--- src/rtl/setup_packet_tx_pkg.sv ---
// Shared types and constants for the USB SETUP packet transmitter.
// CRC states are present only when SETUP_PACKET_TX_CRC16_EN is defined.
package setup_packet_tx_pkg;

   localparam int unsigned SETUP_PKT_LEN  = 8;
   localparam logic [15:0] USB_CRC16_INIT = 16'hFFFF;

   typedef enum logic {
      DTD_HOST_TO_DEVICE = 1'b0,
      DTD_DEVICE_TO_HOST = 1'b1
   } SetupRequestTypeDTD;

   typedef enum logic [1:0] {
      TYPE_STANDARD = 2'd0,
      TYPE_CLASS    = 2'd1,
      TYPE_VENDOR   = 2'd2,
      TYPE_RESERVED = 2'd3
   } SetupRequestTypeType;

   typedef enum logic [4:0] {
      RCPT_DEVICE    = 5'd0,
      RCPT_INTERFACE = 5'd1,
      RCPT_ENDPOINT  = 5'd2,
      RCPT_OTHER     = 5'd3
   } SetupRequestTypeRecipient;

   typedef enum logic [7:0] {
      REQ_GET_STATUS        = 8'd0,
      REQ_CLEAR_FEATURE     = 8'd1,
      REQ_SET_FEATURE       = 8'd3,
      REQ_SET_ADDRESS       = 8'd5,
      REQ_GET_DESCRIPTOR    = 8'd6,
      REQ_SET_DESCRIPTOR    = 8'd7,
      REQ_GET_CONFIGURATION = 8'd8,
      REQ_SET_CONFIGURATION = 8'd9,
      REQ_GET_INTERFACE     = 8'd10,
      REQ_SET_INTERFACE     = 8'd11,
      REQ_SYNCH_FRAME       = 8'd12
   } SetupRequest;

   typedef enum logic [1:0] {
      ST_IDLE   = 2'd0,
      ST_DATA   = 2'd1
`ifdef SETUP_PACKET_TX_CRC16_EN
      ,
      ST_CRC_LO = 2'd2,
      ST_CRC_HI = 2'd3
`endif
   } SetupTxState;

endpackage

--- src/rtl/setup_packet_tx_crc16.sv ---
// Byte-wide USB CRC16 update step (poly 0x8005, LSB-first).
// Uses the bit-reflected register form, so the 0x8005 polynomial appears as 0xA001.
module usb_crc16 (
   input  logic [15:0] crc_in,
   input  logic [7:0]  data,
   output logic [15:0] crc_out
);

   logic [15:0] w_crc;

   always_comb begin
      w_crc = crc_in;
      for (int unsigned i = 0; i < 8; i++) begin
         if (w_crc[0] ^ data[i]) w_crc = (w_crc >> 1) ^ 16'hA001;
         else                    w_crc = w_crc >> 1;
      end
      crc_out = w_crc;
   end

endmodule

--- src/rtl/setup_packet_tx.sv ---
// Serializes an 8-byte USB SETUP request onto a valid/ready byte stream.
// Define SETUP_PACKET_TX_CRC16_EN to append the two DATA0 CRC16 bytes.
module setup_packet_tx
   import setup_packet_tx_pkg::*;
(
   input  logic                     clk,
   input  logic                     reset,
   input  logic                     start,
   input  SetupRequestTypeDTD       bmRequestTypeDPTD,
   input  SetupRequestTypeType      bmRequestTypeType,
   input  SetupRequestTypeRecipient bmRequestTypeRecipient,
   input  SetupRequest              bRequest,
   input  logic [15:0]              wValue,
   input  logic [15:0]              wIndex,
   input  logic [15:0]              wLength,
   output logic [7:0]               byte_out,
   output logic                     byte_valid,
   input  logic                     byte_ready,
   output logic                     busy,
   output logic                     done
);

   SetupTxState                    r_state, w_state_next;
   logic [2:0]                     r_idx, w_idx_next, w_idx_inc;
   logic [SETUP_PKT_LEN-1:0][7:0]  r_shadow, w_shadow_next, w_fields;
   logic [7:0]                     r_byte_out, w_byte_out_next;
   logic                           r_byte_valid, w_valid_next;
   logic                           r_busy, w_busy_next;
   logic                           r_done, w_done_next;
   logic                           w_xfer;
`ifdef SETUP_PACKET_TX_CRC16_EN
   logic [15:0]                    r_crc, w_crc_next, w_crc_upd;

   usb_crc16 u_crc (
      .crc_in  (r_crc),
      .data    (r_byte_out),
      .crc_out (w_crc_upd)
   );
`endif

   assign w_fields = {wLength[15:8], wLength[7:0], wIndex[15:8], wIndex[7:0],
                      wValue[15:8], wValue[7:0], bRequest,
                      bmRequestTypeDPTD, bmRequestTypeType, bmRequestTypeRecipient};
   assign w_xfer    = r_byte_valid & byte_ready;
   assign w_idx_inc = r_idx + 3'd1;

   // Next-cycle output values are computed here and registered, keeping
   // byte_ready off any combinational path to the outputs.
   always_comb begin
      w_state_next    = r_state;
      w_idx_next      = r_idx;
      w_shadow_next   = r_shadow;
      w_byte_out_next = r_byte_out;
      w_valid_next    = r_byte_valid;
      w_busy_next     = r_busy;
      w_done_next     = 1'b0;
`ifdef SETUP_PACKET_TX_CRC16_EN
      w_crc_next      = r_crc;
`endif
      case (r_state)
         ST_IDLE: begin
            w_valid_next = 1'b0;
            w_busy_next  = 1'b0;
            if (start) begin
               w_state_next    = ST_DATA;
               w_idx_next      = '0;
               w_shadow_next   = w_fields;
               w_byte_out_next = w_fields[0];
               w_valid_next    = 1'b1;
               w_busy_next     = 1'b1;
`ifdef SETUP_PACKET_TX_CRC16_EN
               w_crc_next      = USB_CRC16_INIT;
`endif
            end
         end
         ST_DATA: begin
            if (w_xfer) begin
               w_idx_next = w_idx_inc;
`ifdef SETUP_PACKET_TX_CRC16_EN
               w_crc_next = w_crc_upd;
`endif
               if (r_idx == 3'd7) begin
`ifdef SETUP_PACKET_TX_CRC16_EN
                  w_state_next    = ST_CRC_LO;
                  w_byte_out_next = ~w_crc_upd[7:0];
`else
                  w_state_next = ST_IDLE;
                  w_valid_next = 1'b0;
                  w_busy_next  = 1'b0;
                  w_done_next  = 1'b1;
`endif
               end else begin
                  w_byte_out_next = r_shadow[w_idx_inc];
               end
            end
         end
`ifdef SETUP_PACKET_TX_CRC16_EN
         ST_CRC_LO: begin
            if (w_xfer) begin
               w_state_next    = ST_CRC_HI;
               w_byte_out_next = ~r_crc[15:8];
            end
         end
         ST_CRC_HI: begin
            if (w_xfer) begin
               w_state_next = ST_IDLE;
               w_valid_next = 1'b0;
               w_busy_next  = 1'b0;
               w_done_next  = 1'b1;
            end
         end
`endif
         default: w_state_next = ST_IDLE;
      endcase
   end

   always_ff @(posedge clk) begin
      if (reset) begin
         r_state      <= ST_IDLE;
         r_idx        <= '0;
         r_shadow     <= '0;
         r_byte_out   <= '0;
         r_byte_valid <= 1'b0;
         r_busy       <= 1'b0;
         r_done       <= 1'b0;
`ifdef SETUP_PACKET_TX_CRC16_EN
         r_crc        <= USB_CRC16_INIT;
`endif
      end else begin
         r_state      <= w_state_next;
         r_idx        <= w_idx_next;
         r_shadow     <= w_shadow_next;
         r_byte_out   <= w_byte_out_next;
         r_byte_valid <= w_valid_next;
         r_busy       <= w_busy_next;
         r_done       <= w_done_next;
`ifdef SETUP_PACKET_TX_CRC16_EN
         r_crc        <= w_crc_next;
`endif
      end
   end

   assign byte_out   = r_byte_out;
   assign byte_valid = r_byte_valid;
   assign busy       = r_busy;
   assign done       = r_done;

endmodule

--- config.mk ---
export PLATFORM = sky130hd
export DESIGN_NAME = setup_packet_tx
export DESIGN_NICKNAME = d
export VERILOG_FILES = /design/src/rtl/setup_packet_tx_pkg.sv /design/src/rtl/setup_packet_tx_crc16.sv /design/src/rtl/setup_packet_tx.sv
export SDC_FILE = /design/constraint.sdc
export NUM_CORES = 1
export LEC_CHECK = 0
export ABC_AREA = 1
export BUFFER_PORTS_ARGS = -buffer_cell sky130_fd_sc_hd__buf_2
export CAP_MARGIN = 0
export CORE_MARGIN = 8
export CORE_UTILIZATION = 50
export DETAILED_ROUTE_END_ITERATION = 7
export GPL_ROUTABILITY_DRIVEN = 0
export GPL_TIMING_DRIVEN = 0
export PLACE_DENSITY = 0.74
export SYNTH_ARGS = -nofsm -noshare
export SYNTH_HDL_FRONTEND = slang
export SYNTH_SLANG_ARGS = --single-unit
--- constraint.sdc ---
create_clock -name clk -period 3.2 [get_ports clk]
set_input_delay 0.16 -clock clk [delete_from_list [all_inputs] [get_ports clk]]
set_output_delay 0.16 -clock clk [all_outputs]
set_load 0.02 [all_outputs]
==> impl_results.md <==
- Number of stages on the worst setup path: 7
- Seq. cell area: 1560 sq um
- Synth Area in Compound Gates: 25.0%
- Hold depth: 3
- Sequential fraction of the synthesis area: 42.5%
- Layout cells sized above 1: 27.9%
- Worst-path cell chain: ha_1, ha_1, clkbuf_1, inv_1, nand3_1, nand3_1, a21oi_1
- Syn Nets: 565
- Via density: 4.99
- RSZ-0062 raised after global routing: false
- CTS H-Tree Depth: 3
- CTS tree: built
- Clk sinks: 78
- Cts hold-fix bufs: 0
- Maximum VDD drop: 0.261 mV
- Max Slew Vio Count: 0
- Post_cts resized: 0
- Vias in the first global route: 3308
- Period minus WS final: 1860 ps
- Final setup TNS: 0 ps
- Filler instances: 709
- DRT Pass-1 Iters: 4
- Largest family of logic cells by synthesized area: compound AO/OA/AOI/OAI gates
- Clk pin slew, worst setup/hold paths: 70 ps
- Routed Wire Length: 9.67 mm
- Post-CTS setup repair buffer count: 0
- Least-Margin Pin Slew: 502 ps
- HPWL Detailed: 7.29 mm
- Max clock buf depth: 2
- Multi-input gate area: 1600 sq um
- DR iter-0 viols: 162
- Req. time, crit path: 3470 ps
- Seq pwr share: 51.8%
- Pint: 1.48 mW
- Leak pwr: 1.96 nW
- Count of final setup violators: 0
- Path depth of the worst reg2reg path: 7
- Post-Synthesis Cells: 495
- Routed wire per std cell: 14.1 microns
- Post-synth EDFFs: 0
- Setup crit end kind: register
- IO Pins: 79
- Post-route ant nets: 0
- Switching power: 0.592 mW
- Initial Util: 51.2%
- Ys async rst share: 0%
- Row cnt: 31
- Worst-skew pair later-pin latency: 340 ps
- Largest area contributor in the netlist: dfxtp_1
- Slowest CP cell: clkbuf_1
- Fmax: 537 MHz
- Sw Ratio: 28.5%
- Syn_area_per_cell: 7.43 sq um
- Setup Skew: 7.47 ps
- Ranking of synthesized cells by area: dfxtp_1 (42%), a21oi_2 (9.5%), o21ai_0 (9.5%)
- Rel. slew slack: 66.5%
- Yosys cell types: 22
- Cell Area, Placed: 4190 sq um
- GRT Resource Usage Total: 19.2%
- Remaining global-route overflow: 0
- Gate power share: 17.8%
- DRC Markers: 0
- Die footprint: 10400 sq um
- Status: finished, final reports clean
- Synth-to-Final Area Change: 18.2%
- Via Count: 3421
- Mux cell area share after synthesis: 0%
- First-pass GRT wire length: 15.6 mm
- Synth warnings: 0
- Synthesized flop and latch total: 78
- Xor/xnor cell area share of the yosys netlist: 0%
- Fin. Hold Viols: 0
- Buf+Inv Stages, Crit Path: 2
- Final #Nets: 654
- Crit path launch type: register
- Total core area: 7180 sq um
- Yosys top cell area share: 42.5%
- Simple-Gate Fraction of Synth Area: 17.8%
- Die H: 102 microns
- CP Class: register to register
- Die Span X: 102 microns
- Worst EP arrival: 2140 ps
- Most common cell in the netlist: dfxtp_1
- Area share of fa/ha/maj cells after synthesis: 0.681%
- Crit-path max FO: 10
- Clk root buf: clkbuf_8
- Max-Cap Viols: 0
- Most used DFF post-synth: dfxtp_1
- Post-Synthesis Cell Area: 3680 sq um
- Initial antenna violation count: 0
- Worst min path class: input port to register
- Power Dens Cells: 477 nW/um^2
- Critical path's top delay family: buffers and inverters
- Fin crit share: 58.2%
- Largest stage delay, worst path: 370 ps
- Num CTS Buffers: 9
- Clock power share: 30.4%
- Final antenna diode count: 0
- Finished layout cell area: 4350 sq um
- Most frequent cells after synthesis: dfxtp_1 (78), inv_1 (71), o21ai_0 (70)
- Port Buffers: 78
- Largest net degree at the start of global routing: 12
==> registers in the layout, summed over array words and instances (netlist names) <==
register and flops:
r_shadow 64, byte_out 8, r_idx 3, busy 1, done 1, r_state 1
==> metrics by stage <==
stage	util [%]	instances	worst slack (ps)	hold WS, ps	total power, mW
2_1_floorplan	-	495	1670	229	1.34
3_3_place_gp	58.4	672	1390	399	1.45
3_5_place_dp	58.4	672	1370	401	1.46
4_1_cts	60.6	686	1360	48.3	2.08
5_1_grt	60.6	686	1200	73.1	2.17
6_report	60.6	686	1340	60.4	2.07
==> worst paths after layout <==
check	start	endpoint	slack, ps
setup / recovery	r_idx[0]	byte_out[2]	1340
hold reg to reg	r_shadow[46]	r_shadow[46]	460
setup reg to reg	r_idx[0]	byte_out[2]	1340
hold / removal	wIndex[15]	r_shadow[47]	60
==> cell type report <==
| class | count | area share, % |
|---|---|---|
| Buffer | 35 | 5.21 |
| Clock buffer | 12 | 3.34 |
| Clock inverter | 2 | 0.230 |
| Inverter | 77 | 6.65 |
| Multi-Input combinational cell | 305 | 36.8 |
| Sequential cell | 78 | 35.9 |
| Tap cell | 99 | 2.85 |
| Timing Repair Buffer | 78 | 8.98 |
==> worst reg2reg max path, stage by stage (launching register included) <==
cell and delay (ps):
dfxtp_1 330, ha_1 210, ha_1 270, clkbuf_1 370, inv_1 260, nand3_1 150
nand3_1 80, a21oi_1 140
==> logic make-up after synthesis <==
family,after synthesis
simple gates,153
buf+inv,112
flops,78
fa+ha+maj,2
compound gates,150
==> per-layer routing <==
layer | share of wire, % | global-route usage [%] | routed length, microns | vias up
met5 | 0 | 0 | 0 | -
li1 | - | - | - | 1772
met2 | 46 | 31.1 | 4470 | 88
met4 | 1.3 | 6.19 | 121 | 0
met1 | 47 | 24.5 | 4560 | 1551
met3 | 5.4 | 4.33 | 524 | 10
==> placed cells by master, fill, tap and decap left out, drive strengths merged <==
cell type  instances
ha                 2
buf              104
nand3             53
clkbuf            21
nor3b              1
a211oi             1
dfxtp             78
nor2              30
nand2             69
clkinv             3
o21ai             78
inv               76
a21oi             71
==> power by group through the flow <==
| stage | Sequential, mW | Combinational (mW) | Clock (mW) |
|---|---|---|---|
| final | 1.08 | 0.369 | 0.630 |
| after global routing | 1.08 | 0.414 | 0.674 |
| after CTS | 1.08 | 0.369 | 0.639 |
| after detailed placement | 1.10 | 0.367 | 0 |
| after global placement | 1.10 | 0.360 | 0 |
| after floorplan | 1.10 | 0.242 | 0 |
No activity file was read; power rests on OpenSTA's default activity.
